File: src/rtl/riot_param_if.sv
// Host bus for riot_param: chip/RAM select, strobes, address, data and interrupt.
interface riot_param_if;
    logic       cs_n;
    logic       rs_n;
    logic       we_n;
    logic [6:0] A;
    logic [7:0] DI;
    logic [7:0] DO;
    logic       OE;
    logic       irq_n;

    modport master (output cs_n, rs_n, we_n, A, DI, input DO, OE, irq_n);
    modport slave  (input cs_n, rs_n, we_n, A, DI, output DO, OE, irq_n);
endinterface

File: src/rtl/riot_param.sv
// RAM / I/O / timer combo: byte RAM, NPORTS bidirectional 8-bit ports,
// prescaled 8-bit interval timer and PI[7] edge detector with a shared interrupt.
module riot_param #(
    parameter int unsigned NPORTS         = 2,
    parameter int unsigned RAM_AW         = 7,
    parameter int unsigned TIMER_FREE_RUN = 1
) (
    input  logic                phi2,
    input  logic                rst_n,
    riot_param_if.slave         bus,
    output logic [8*NPORTS-1:0] PO,
    input  logic [8*NPORTS-1:0] PI,
    output logic [8*NPORTS-1:0] DDR
);

    localparam int unsigned PW        = 8 * NPORTS;
    localparam int unsigned RAM_DEPTH = 1 << RAM_AW;
    localparam int unsigned PSC_W     = 10;

    logic [7:0]       r_ram [RAM_DEPTH];

    logic [PW-1:0]    r_po,  w_po_nxt;
    logic [PW-1:0]    r_ddr, w_ddr_nxt;
    logic [7:0]       r_timer, w_timer_nxt;
    logic [1:0]       r_sel, w_sel_nxt;
    logic [PSC_W-1:0] r_presc, w_presc_nxt;
    logic             r_run, w_run_nxt;
    logic             r_free, w_free_nxt;
    logic             r_tirq_en, w_tirq_en_nxt;
    logic             r_tflag, w_tflag_nxt;
    logic             r_eflag, w_eflag_nxt;
    logic             r_een, w_een_nxt;
    logic             r_epol, w_epol_nxt;
    logic             r_pi7, r_pi7_vld;
    logic [7:0]       r_do;
    logic             r_oe;
    logic             r_irq_n;

    logic             w_sel, w_rd, w_wr;
    logic             w_ram, w_pspace, w_tspace, w_espace;
    logic [7:0]       w_rdata, w_pdat;
    logic [PSC_W-1:0] w_lim;
    logic             w_tick, w_tset, w_edge;

    // Address decode
    assign w_sel    = ~bus.cs_n;
    assign w_rd     = w_sel &  bus.we_n;
    assign w_wr     = w_sel & ~bus.we_n;
    assign w_ram    = w_sel & ~bus.rs_n;
    assign w_pspace = w_sel &  bus.rs_n & (bus.A[5:4] == 2'b00);
    assign w_tspace = w_sel &  bus.rs_n & (bus.A[5:4] == 2'b01);
    assign w_espace = w_sel &  bus.rs_n & (bus.A[5:4] == 2'b10);

    // RAM is deliberately outside the reset domain so contents survive rst_n
    always_ff @(posedge phi2) begin
        if (w_wr && w_ram) begin
            r_ram[bus.A[RAM_AW-1:0]] <= bus.DI;
        end
    end

    // Port read view: output bits show PO, input bits show the pins
    always_comb begin
        w_pdat = 8'h00;
        for (int unsigned p = 0; p < NPORTS; p++) begin
            if (bus.A[3:1] == 3'(p)) begin
                w_pdat = bus.A[0] ? r_ddr[8*p +: 8]
                                  : ((r_po[8*p +: 8] & r_ddr[8*p +: 8]) |
                                     (PI[8*p +: 8]   & ~r_ddr[8*p +: 8]));
            end
        end
    end

    always_comb begin
        w_rdata = 8'h00;
        if (w_ram) begin
            w_rdata = r_ram[bus.A[RAM_AW-1:0]];
        end else if (w_pspace) begin
            w_rdata = w_pdat;
        end else if (w_tspace) begin
            w_rdata = bus.A[0] ? {r_tflag, r_eflag, 6'b0} : r_timer;
        end
    end

    always_comb begin
        w_po_nxt  = r_po;
        w_ddr_nxt = r_ddr;
        for (int unsigned p = 0; p < NPORTS; p++) begin
            if (w_wr && w_pspace && (bus.A[3:1] == 3'(p))) begin
                if (bus.A[0]) begin
                    w_ddr_nxt[8*p +: 8] = bus.DI;
                end else begin
                    w_po_nxt[8*p +: 8] = bus.DI;
                end
            end
        end
    end

    // Prescale terminal count; forced to 1 clock while free-running after underflow
    always_comb begin
        case (r_sel)
            2'b00:   w_lim = PSC_W'(0);
            2'b01:   w_lim = PSC_W'(7);
            2'b10:   w_lim = PSC_W'(63);
            default: w_lim = PSC_W'(1023);
        endcase
        if (r_free) begin
            w_lim = PSC_W'(0);
        end
    end

    assign w_tick = r_run & (r_presc == w_lim);
    assign w_edge = r_pi7_vld & (r_epol ? (~r_pi7 &  PI[7])
                                        : ( r_pi7 & ~PI[7]));

    // Timer, flags and enables; a flag set beats a same-cycle clear, a timer write beats both
    always_comb begin
        w_timer_nxt   = r_timer;
        w_sel_nxt     = r_sel;
        w_presc_nxt   = r_presc;
        w_run_nxt     = r_run;
        w_free_nxt    = r_free;
        w_tirq_en_nxt = r_tirq_en;
        w_tflag_nxt   = r_tflag;
        w_eflag_nxt   = r_eflag;
        w_een_nxt     = r_een;
        w_epol_nxt    = r_epol;
        w_tset        = 1'b0;

        if (w_tick) begin
            w_presc_nxt = PSC_W'(0);
            if (r_timer == 8'h00) begin
                w_tset = 1'b1;
                if (TIMER_FREE_RUN != 0) begin
                    w_timer_nxt = 8'hFF;
                    w_free_nxt  = 1'b1;
                end else begin
                    w_run_nxt = 1'b0;
                end
            end else begin
                w_timer_nxt = r_timer - 8'd1;
            end
        end else if (r_run) begin
            w_presc_nxt = r_presc + PSC_W'(1);
        end

        if (w_rd && w_tspace) begin
            if (bus.A[0]) begin
                w_eflag_nxt = 1'b0;
            end else begin
                w_tirq_en_nxt = bus.A[2];
                w_tflag_nxt   = 1'b0;
            end
        end

        if (w_tset) w_tflag_nxt = 1'b1;
        if (w_edge) w_eflag_nxt = 1'b1;

        if (w_wr && w_tspace) begin
            w_timer_nxt   = bus.DI;
            w_sel_nxt     = bus.A[1:0];
            w_tirq_en_nxt = bus.A[2];
            w_tflag_nxt   = 1'b0;
            w_presc_nxt   = PSC_W'(0);
            w_run_nxt     = 1'b1;
            w_free_nxt    = 1'b0;
        end

        if (w_wr && w_espace) begin
            w_een_nxt  = bus.A[1];
            w_epol_nxt = bus.A[0];
        end
    end

    always_ff @(posedge phi2 or negedge rst_n) begin
        if (!rst_n) begin
            r_po      <= '0;
            r_ddr     <= '0;
            r_timer   <= 8'h00;
            r_sel     <= 2'b00;
            r_presc   <= '0;
            r_run     <= 1'b0;
            r_free    <= 1'b0;
            r_tirq_en <= 1'b0;
            r_tflag   <= 1'b0;
            r_eflag   <= 1'b0;
            r_een     <= 1'b0;
            r_epol    <= 1'b0;
            r_pi7     <= 1'b0;
            r_pi7_vld <= 1'b0;
            r_do      <= 8'h00;
            r_oe      <= 1'b0;
            r_irq_n   <= 1'b1;
        end else begin
            r_po      <= w_po_nxt;
            r_ddr     <= w_ddr_nxt;
            r_timer   <= w_timer_nxt;
            r_sel     <= w_sel_nxt;
            r_presc   <= w_presc_nxt;
            r_run     <= w_run_nxt;
            r_free    <= w_free_nxt;
            r_tirq_en <= w_tirq_en_nxt;
            r_tflag   <= w_tflag_nxt;
            r_eflag   <= w_eflag_nxt;
            r_een     <= w_een_nxt;
            r_epol    <= w_epol_nxt;
            r_pi7     <= PI[7];
            r_pi7_vld <= 1'b1;
            r_do      <= w_rd ? w_rdata : r_do;
            r_oe      <= w_rd;
            // Interrupt tracks the flag/enable state being registered on this edge
            r_irq_n   <= ~((w_tflag_nxt & w_tirq_en_nxt) | (w_eflag_nxt & w_een_nxt));
        end
    end

    assign PO        = r_po;
    assign DDR       = r_ddr;
    assign bus.DO    = r_do;
    assign bus.OE    = r_oe;
    assign bus.irq_n = r_irq_n;

endmodule
File: src/flat_wrapper.sv
// flat-port wrapper written by rule: the top's interface ports become plain ports
module riot_param_flat 
#(
    parameter int unsigned NPORTS         = 2,
    parameter int unsigned RAM_AW         = 7,
    parameter int unsigned TIMER_FREE_RUN = 1
)
  (phi2, rst_n, PO, PI, DDR, bus_cs_n, bus_rs_n, bus_we_n, bus_A, bus_DI, bus_DO, bus_OE, bus_irq_n);
  riot_param_if bus_i ();
  input  logic phi2;
  input  logic rst_n;
  output logic [8*NPORTS-1:0] PO;
  input  logic [8*NPORTS-1:0] PI;
  output logic [8*NPORTS-1:0] DDR;
  input wire logic [$bits(bus_i.cs_n)-1:0] bus_cs_n;
  input wire logic [$bits(bus_i.rs_n)-1:0] bus_rs_n;
  input wire logic [$bits(bus_i.we_n)-1:0] bus_we_n;
  input wire logic [$bits(bus_i.A)-1:0] bus_A;
  input wire logic [$bits(bus_i.DI)-1:0] bus_DI;
  output wire logic [$bits(bus_i.DO)-1:0] bus_DO;
  output wire logic [$bits(bus_i.OE)-1:0] bus_OE;
  output wire logic [$bits(bus_i.irq_n)-1:0] bus_irq_n;
  assign bus_i.cs_n = bus_cs_n;
  assign bus_i.rs_n = bus_rs_n;
  assign bus_i.we_n = bus_we_n;
  assign bus_i.A = bus_A;
  assign bus_i.DI = bus_DI;
  assign bus_DO = bus_i.DO;
  assign bus_OE = bus_i.OE;
  assign bus_irq_n = bus_i.irq_n;
  riot_param #(.NPORTS(NPORTS), .RAM_AW(RAM_AW), .TIMER_FREE_RUN(TIMER_FREE_RUN)) u_core (.phi2(phi2), .rst_n(rst_n), .bus(bus_i), .PO(PO), .PI(PI), .DDR(DDR));
endmodule
File: config.mk
export PLATFORM = sky130hd
export DESIGN_NAME = riot_param_flat
export DESIGN_NICKNAME = d
export VERILOG_FILES = /design/src/rtl/riot_param_if.sv /design/src/rtl/riot_param.sv /design/src/flat_wrapper.sv
export SDC_FILE = /design/constraint.sdc
export NUM_CORES = 1
export LEC_CHECK = 0
export CAP_MARGIN = 10
export CELL_PAD_IN_SITES_DETAIL_PLACEMENT = 0
export CELL_PAD_IN_SITES_GLOBAL_PLACEMENT = 2
export CORE_UTILIZATION = 51
export CTS_BUF_LIST = sky130_fd_sc_hd__clkbuf_4 sky130_fd_sc_hd__clkbuf_8
export DETAILED_ROUTE_END_ITERATION = 10
export DONT_BUFFER_PORTS = 1
export GPL_TIMING_DRIVEN = 0
export PLACE_DENSITY = 0.9
export SETUP_SLACK_MARGIN = 0.05
export SLEW_MARGIN = 10
export SYNTH_ARGS = -nofsm -noshare
export SYNTH_HDL_FRONTEND = slang
export SYNTH_SLANG_ARGS = --single-unit
File: constraint.sdc
create_clock -name phi2 -period 2.9 [get_ports phi2]
set_clock_uncertainty 0.2 [all_clocks]
set_input_delay 0.29 -clock phi2 [delete_from_list [all_inputs] [get_ports phi2]]
set_output_delay 0.29 -clock phi2 [all_outputs]
set_load 0.005 [all_outputs]
Word level (Yosys, flattened, before mapping)
Memories as Yosys holds them, arrays and structs flattened.
Cells that the tools add are included.
{"block": "totals", "regBits": 71, "latchBits": 0, "ramBits": 1024, "mem_bits_ro": 0, "inputBits": 36, "output_inout_bits": 42, "mem_count": 1}
{"block": "classes", "add_sub_neg": 2, "n_mul": 0, "n_div": 0, "order_cmp": 0, "n_eq_ne": 6, "shifts": 0, "n_mux": 35, "n_bitwise": 29, "n_reduce_logical": 19}
{"memory": "u_core.r_ram", "words": 128, "word_bits": 8, "read_ports": 1, "rd_ports_with_merged_regs": 0, "write_ports": 1, "line_no": "riot_param.sv:20", "rtl": "logic [7:0] r_ram [RAM_DEPTH];"}
{"operator": "8-bit two-way mux", "count": 11}
{"operator": "10-bit two-way mux", "count": 4}
{"operator": "8-bit bitwise AND", "count": 4}
{"operator": "10-bit one-hot mux with 3 select lines", "count": 1}
{"operator": "1-bit two-way mux", "count": 19}
{"operator": "8-bit NOT", "count": 2}
{"operator": "8-bit OR", "count": 2}
{"operator": "1-bit bitwise AND", "count": 13}
{"operator": "10-bit by 1-bit adder with 10-bit output, second input constant", "count": 1}
{"operator": "10-bit == test", "count": 1}
{"operator": "2-bit AND reduction", "count": 5}
{"operator": "8-bit zero test", "count": 1}
{"operator": "8-bit by 1-bit subtractor with 8-bit output, second input constant", "count": 1}
{"operator": "1-bit logical AND", "count": 7}
{"operator": "1-bit NOT", "count": 7}
{"operator": "2-bit by 1-bit == test with 1-bit output, second input constant", "count": 2}
{"operator": "2-bit == test, second input constant", "count": 2}
{"operator": "2-bit zero test", "count": 2}
{"operator": "2-bit nonzero test", "count": 2}
{"operator": "3-bit by 1-bit == test with 1-bit output, second input constant", "count": 1}
{"operator": "3-bit zero test", "count": 1}
{"operator": "3-bit nonzero test", "count": 1}
{"operator": "1-bit OR", "count": 1}

Logic depth before layout (Yosys ltp)
{"block": "depth", "depth_word": 11, "mapped_depth": 12}

Worst setup path before layout
No wires, ideal clock.
{"block": "synth_timing", "path_kind": "input-to-reg", "startpoint": "in bus_A[2]", "endpoint": "mem u_core.r_ram[38][0], enable pin", "t_arrival_ns": 2.266, "required_time_ns": 2.330, "path_slack_ns": 0.063, "stages": 10, "path_cell_list": "buf_2 > buf_2 > buf_2 > buf_2 > buf_2 > nand2_1 > nor2_1 > nand2_1 > buf_2 > nor2_1"}
{"item": "from (decl)", "line_no": "flat_wrapper.sv:18", "rtl": "input wire logic [$bits(bus_i.A)-1:0] bus_A;"}
{"item": "to (decl)", "line_no": "riot_param.sv:20"}
No word-level cell before the write port.

Final worst setup path
{"block": "layout_timing", "startpoint": "in bus_A[2]", "endpoint": "reg u_core.r_do[1], in the netlist u_core.bus.DO[1]"}
{"block": "layout_between", "elab_chain_cells": 5, "word_cells_on_any_way": 7, "classes_between": "1 x eq/ne; 4 x mux; 1 x reduce/logical; 1 x memory"}
{"item": "branches (longest 4 deep; another with memory read 128 x 8 bit)"}
{"item": "8-bit two-way mux *", "line_no": "riot_param.sv:75", "rtl": "if (w_ram) begin"}
{"item": "to (signal assigned)", "line_no": "riot_param.sv:208", "rtl": "r_do <= w_rd ? w_rdata : r_do;"}
{"item": "to (decl)", "line_no": "riot_param.sv:35", "rtl": "logic [7:0] r_do;"}
Mark *: on every way between the ends.
A chain may end at the register's enable or synchronous reset.

==> key figures <==
Setup path
  • Crit path DAT: 3580 ps
  • R2R cell count: 5
  • Startpoint types: primary input
  • Worst Setup End Kind: flip-flop
  • Critical path type: primary input to flip-flop
  • Crit path required time: 3400 ps
  • Reg-to-Reg Start: u_core.r_ram[54][1]$_DFFE_PP_
  • Internal reg-to-reg setup slack: around 90 ps
  • CP Max Fanout: 10
  • RR Endpoint: u_core.bus.DO[1]$_DFFE_PN0P_

Detailed routing
  • Routed len/inst: ~37 microns
  • Initial DRC count: approximately 5.1k
  • Vias per cell: about 6.9
  • WL final: about 150000 microns
  • Via count: ~28k
  • Pre-antenna DRT Iters: 7
  • Drt drc: 0
  • ANT nets after route: 0

Floorplanning
  • Core footprint: approximately 0.084 sq mm
  • Initial core utilization: 0.516
  • Die Span Y: a little under 300 microns
  • Full die area: 0.0859 sq mm
  • I/O Pins: around 80
  • Placement Rows: approximately 110
  • Die width: 293 microns

Power and ir drop
  • PD cells: 669 mW/mm^2
  • VDD IR max: about 0.00046 V
  • LEAKAGE: about 16 nW
  • Total Power: ~33 mW

Place
  • DP Area: 0.0448 sq mm
  • DP HPWL: 92000 microns
  • DP Worst Slack: -2320 ps
  • Gpl congestion: about 0.98
  • Post-placement cell count: around 3.7k
  • Number of port buffers: 0

Timing
  • Slew margin rel.: -0.100
  • Unrepaired setup endpoints after global routing: yes
  • Final Max Slew Viols: 11
  • Final setup viols: about 100
  • Final worst path period need: 3080 ps
  • Worst-margin pin slew: 1650 ps
  • Fmax: approximately 320 MHz
  • Fin crit share: 1.06
  • Final hold vios: 0
  • Setup_tns: -5250 ps
  • Final WS setup: -181 ps

Clocking
  • Clock latency at the later pin of the worst-skew pair: just under 900 ps
  • Htree depth: 4
  • Sink Count: between 1k and 1.5k
  • CTS tree: done
  • Root buffer cell: clkbuf_8
  • TritonCTS buffer count: 170
  • Reg clk slew, reported paths: 60 ps
  • Max Root-Sink Buffers: 3

GRT
  • Number of global-route vias before repair: approximately 27k
  • Total track usage: 0.345
  • Global-route wire length before repair: between 200000 and 250000 microns
  • Largest net degree at the start of global routing: between 100 and 150
  • GR Overflow Total: 0
  • Initial antenna violation count: 7

Cells and area
  • NumNets Final: 2791
  • Final Non-Filler Cells: 4016
  • Proportion of layout cells with a drive suffix above 1: 0.260
  • Design area: 0.0498 sq mm
  • Area grow syn2layout: 15.1%

Synthesis
  • FF+latch count, synth: 1095
  • Dominant synthesized flop cell: edfxtp_1
  • FFs w/ async S/R, synth: 0.0648
  • Mapped cell area: 0.0432 sq mm
  • Seq/Total Area, Yosys: 0.753
  • Syn_area_per_cell: around 17 sq um
  • Post-synth EDFFs: just over 1k
  • Syn nets: approximately 2.6k
  • Syn Inst Count: between 2k and 3k
  • YS warnings: 0
  • Synth cell types: 69

Job
  • Max-cap check violation count: 1

Hold path
  • Hold Startpoint: PI[13]
  • WHS Path Cells: 6
  • Hold path endpoint: u_core.bus.DO[5]$_DFFE_PN0P_
  • Worst hold-check path type: primary input to flip-flop

Run status
  • Status: finished with violations
  • Failing checks: max-capacitance violations, max-slew violations, negative setup slack
synth_stat cells (9+ instances only):
cell type / instances / area [sq um]
buf_4: 14 / 105
buf_2: 72 / 360
nor2b_1: 11 / 68.8
nor2_1: 222 / 833
a22oi_1: 29 / 218
a21oi_1: 66 / 330
mux2i_1: 97 / 971
nand2_1: 132 / 495
a31oi_1: 16 / 100
inv_1: 22 / 82.6
mux4_2: 111 / 2500
a22o_1: 11 / 96.3
o22ai_1: 11 / 68.8
clkbuf_1: 60 / 225
o21ai_0: 109 / 546
o221ai_1: 9 / 78.8
a221o_1: 11 / 110
nand3_1: 28 / 140
nor3_1: 22 / 110
dfrtp_1: 70 / 1750
a221oi_1: 138 / 1210
edfxtp_1: 1024 / 30700
mux2_2: 58 / 653
nor4_1: 12 / 75.1
a2111oi_0: 23 / 201
o311ai_0: 12 / 105
layout make-up:
type,count,area (sq um)
clock buffer,225,2780
fill,6185,34100
timing repair buffer,62,776
buffer,157,921
sequential,1095,32500
multi-input combinational,1240,10600
clock inverter,73,592
antenna,4,10.0
inverter,26,100
tap,1134,1420
logic make-up after synthesis:
family | count (synthesis) | share of synthesized area
other cells | 1 | 0.0000868
fa+ha+maj | 3 | 0.000868
flops | 1095 | 0.753
simple gates | 466 | 0.0460
mux | 266 | 0.0954
buf+inv | 184 | 0.0201
xor+xnor | 8 | 0.00162
compound gates | 496 | 0.0833
metal layers:
layer	vias to the layer above	routed length, microns	GRT usage
met5	-	19	0
met4	4	8840	0.191
met3	507	21000	0.116
met2	2432	65800	0.517
met1	13881	52200	0.443
li1	10723	-	-
registers in the layout (all words and copies together) (netlist names), 2 cells and up:
name,flops
u_core.PO,16
u_core.r_ram,1024
u_core.r_sel,2
u_core.r_timer,8
u_core.r_presc,10
u_core.bus.DO,8
u_core.DDR,16
report_power, final:
part           leakage (nW)  internal, mW  switching [mW]  total (mW)
combinational          4.24         0.742            1.76        2.50
clock                  1.77          6.90            6.25        13.1
sequential             10.1          17.4           0.194        17.6
total                  16.1          25.1            8.20        33.3
cells in the final DEF (no fill, tap or decap), drive strengths merged, types with 6 or more instances in the layout:
cell         Yosys  final
o21ai          109    109
dfrtp           70     70
a22o            11     11
buf             98    126
mux4           111    111
nand2          132    132
dlygate4sd3      0     24
nor3            22     22
bufinv           0      7
edfxtp        1024   1024
o311ai          12     12
o22ai           11     11
o311a            6      6
nor4            12     12
mux2i           97     97
a31oi           16     16
o221ai           9      9
nor2b           11     11
nor2           224    224
a221o           11     11
nand2b           8      8
a22oi           29     29
a21oi           66     66
a221oi         138    138
nand3           28     28
clkinv           3     58
a2111oi         24     24
mux2            58     58
a32oi            7      7
inv             23     31
clkbuf          60    291
worst max-delay path by stage:
stage | startpoint | end | slack (ps) | depth (start not counted)
after floorplan | bus_A[2] | u_core.r_ram[38][0]$_DFFE_PP_ | 60 | 10
after global placement | bus_A[2] | u_core.r_ram[22][0]$_DFFE_PP_ | -2350 | 10
final | bus_A[2] | u_core.bus.DO[1]$_DFFE_PN0P_ | -180 | 9
after CTS | bus_A[2] | u_core.bus.DO[3]$_DFFE_PN0P_ | 40 | 10
after detailed placement | bus_A[2] | u_core.r_ram[22][0]$_DFFE_PP_ | -2320 | 10
after global routing | bus_A[1] | u_core.bus.DO[0]$_DFFE_PN0P_ | -50 | 10
metrics by stage:
| step | utilization | hold WS [ps] |
|---|---|---|
| 6_report | 0.594 | 33.1 |
| 5_1_grt | 0.594 | 69.0 |
| 4_1_cts | 0.591 | 0.586 |
| 3_5_place_dp | 0.534 | -204 |
| 3_3_place_gp | 0.533 | -204 |
| 2_1_floorplan | - | -206 |
repair_timing:
| item | in CTS | in global routing |
|---|---|---|
| hold buffers | 34 | 0 |
| pin swaps | 12 | 5 |
| endpoints found under the setup margin | 1046 | 379 |
| cloned | 0 | 0 |
| resized for setup | 236 | 64 |
| buffers inserted | 18 | 3 |
| hold endpoints to repair | 1222 | 0 |
worst max-delay path, stage by stage:
cell and delay [ps]:
buf_2 200, clkinv_2 220, buf_2 450, buf_4 370
buf_4 410, mux2i_1 470, o21ai_0 190, a2111oi_2 770
a31oi_1 190
Note: power is estimated with default switching activity, not from simulation.
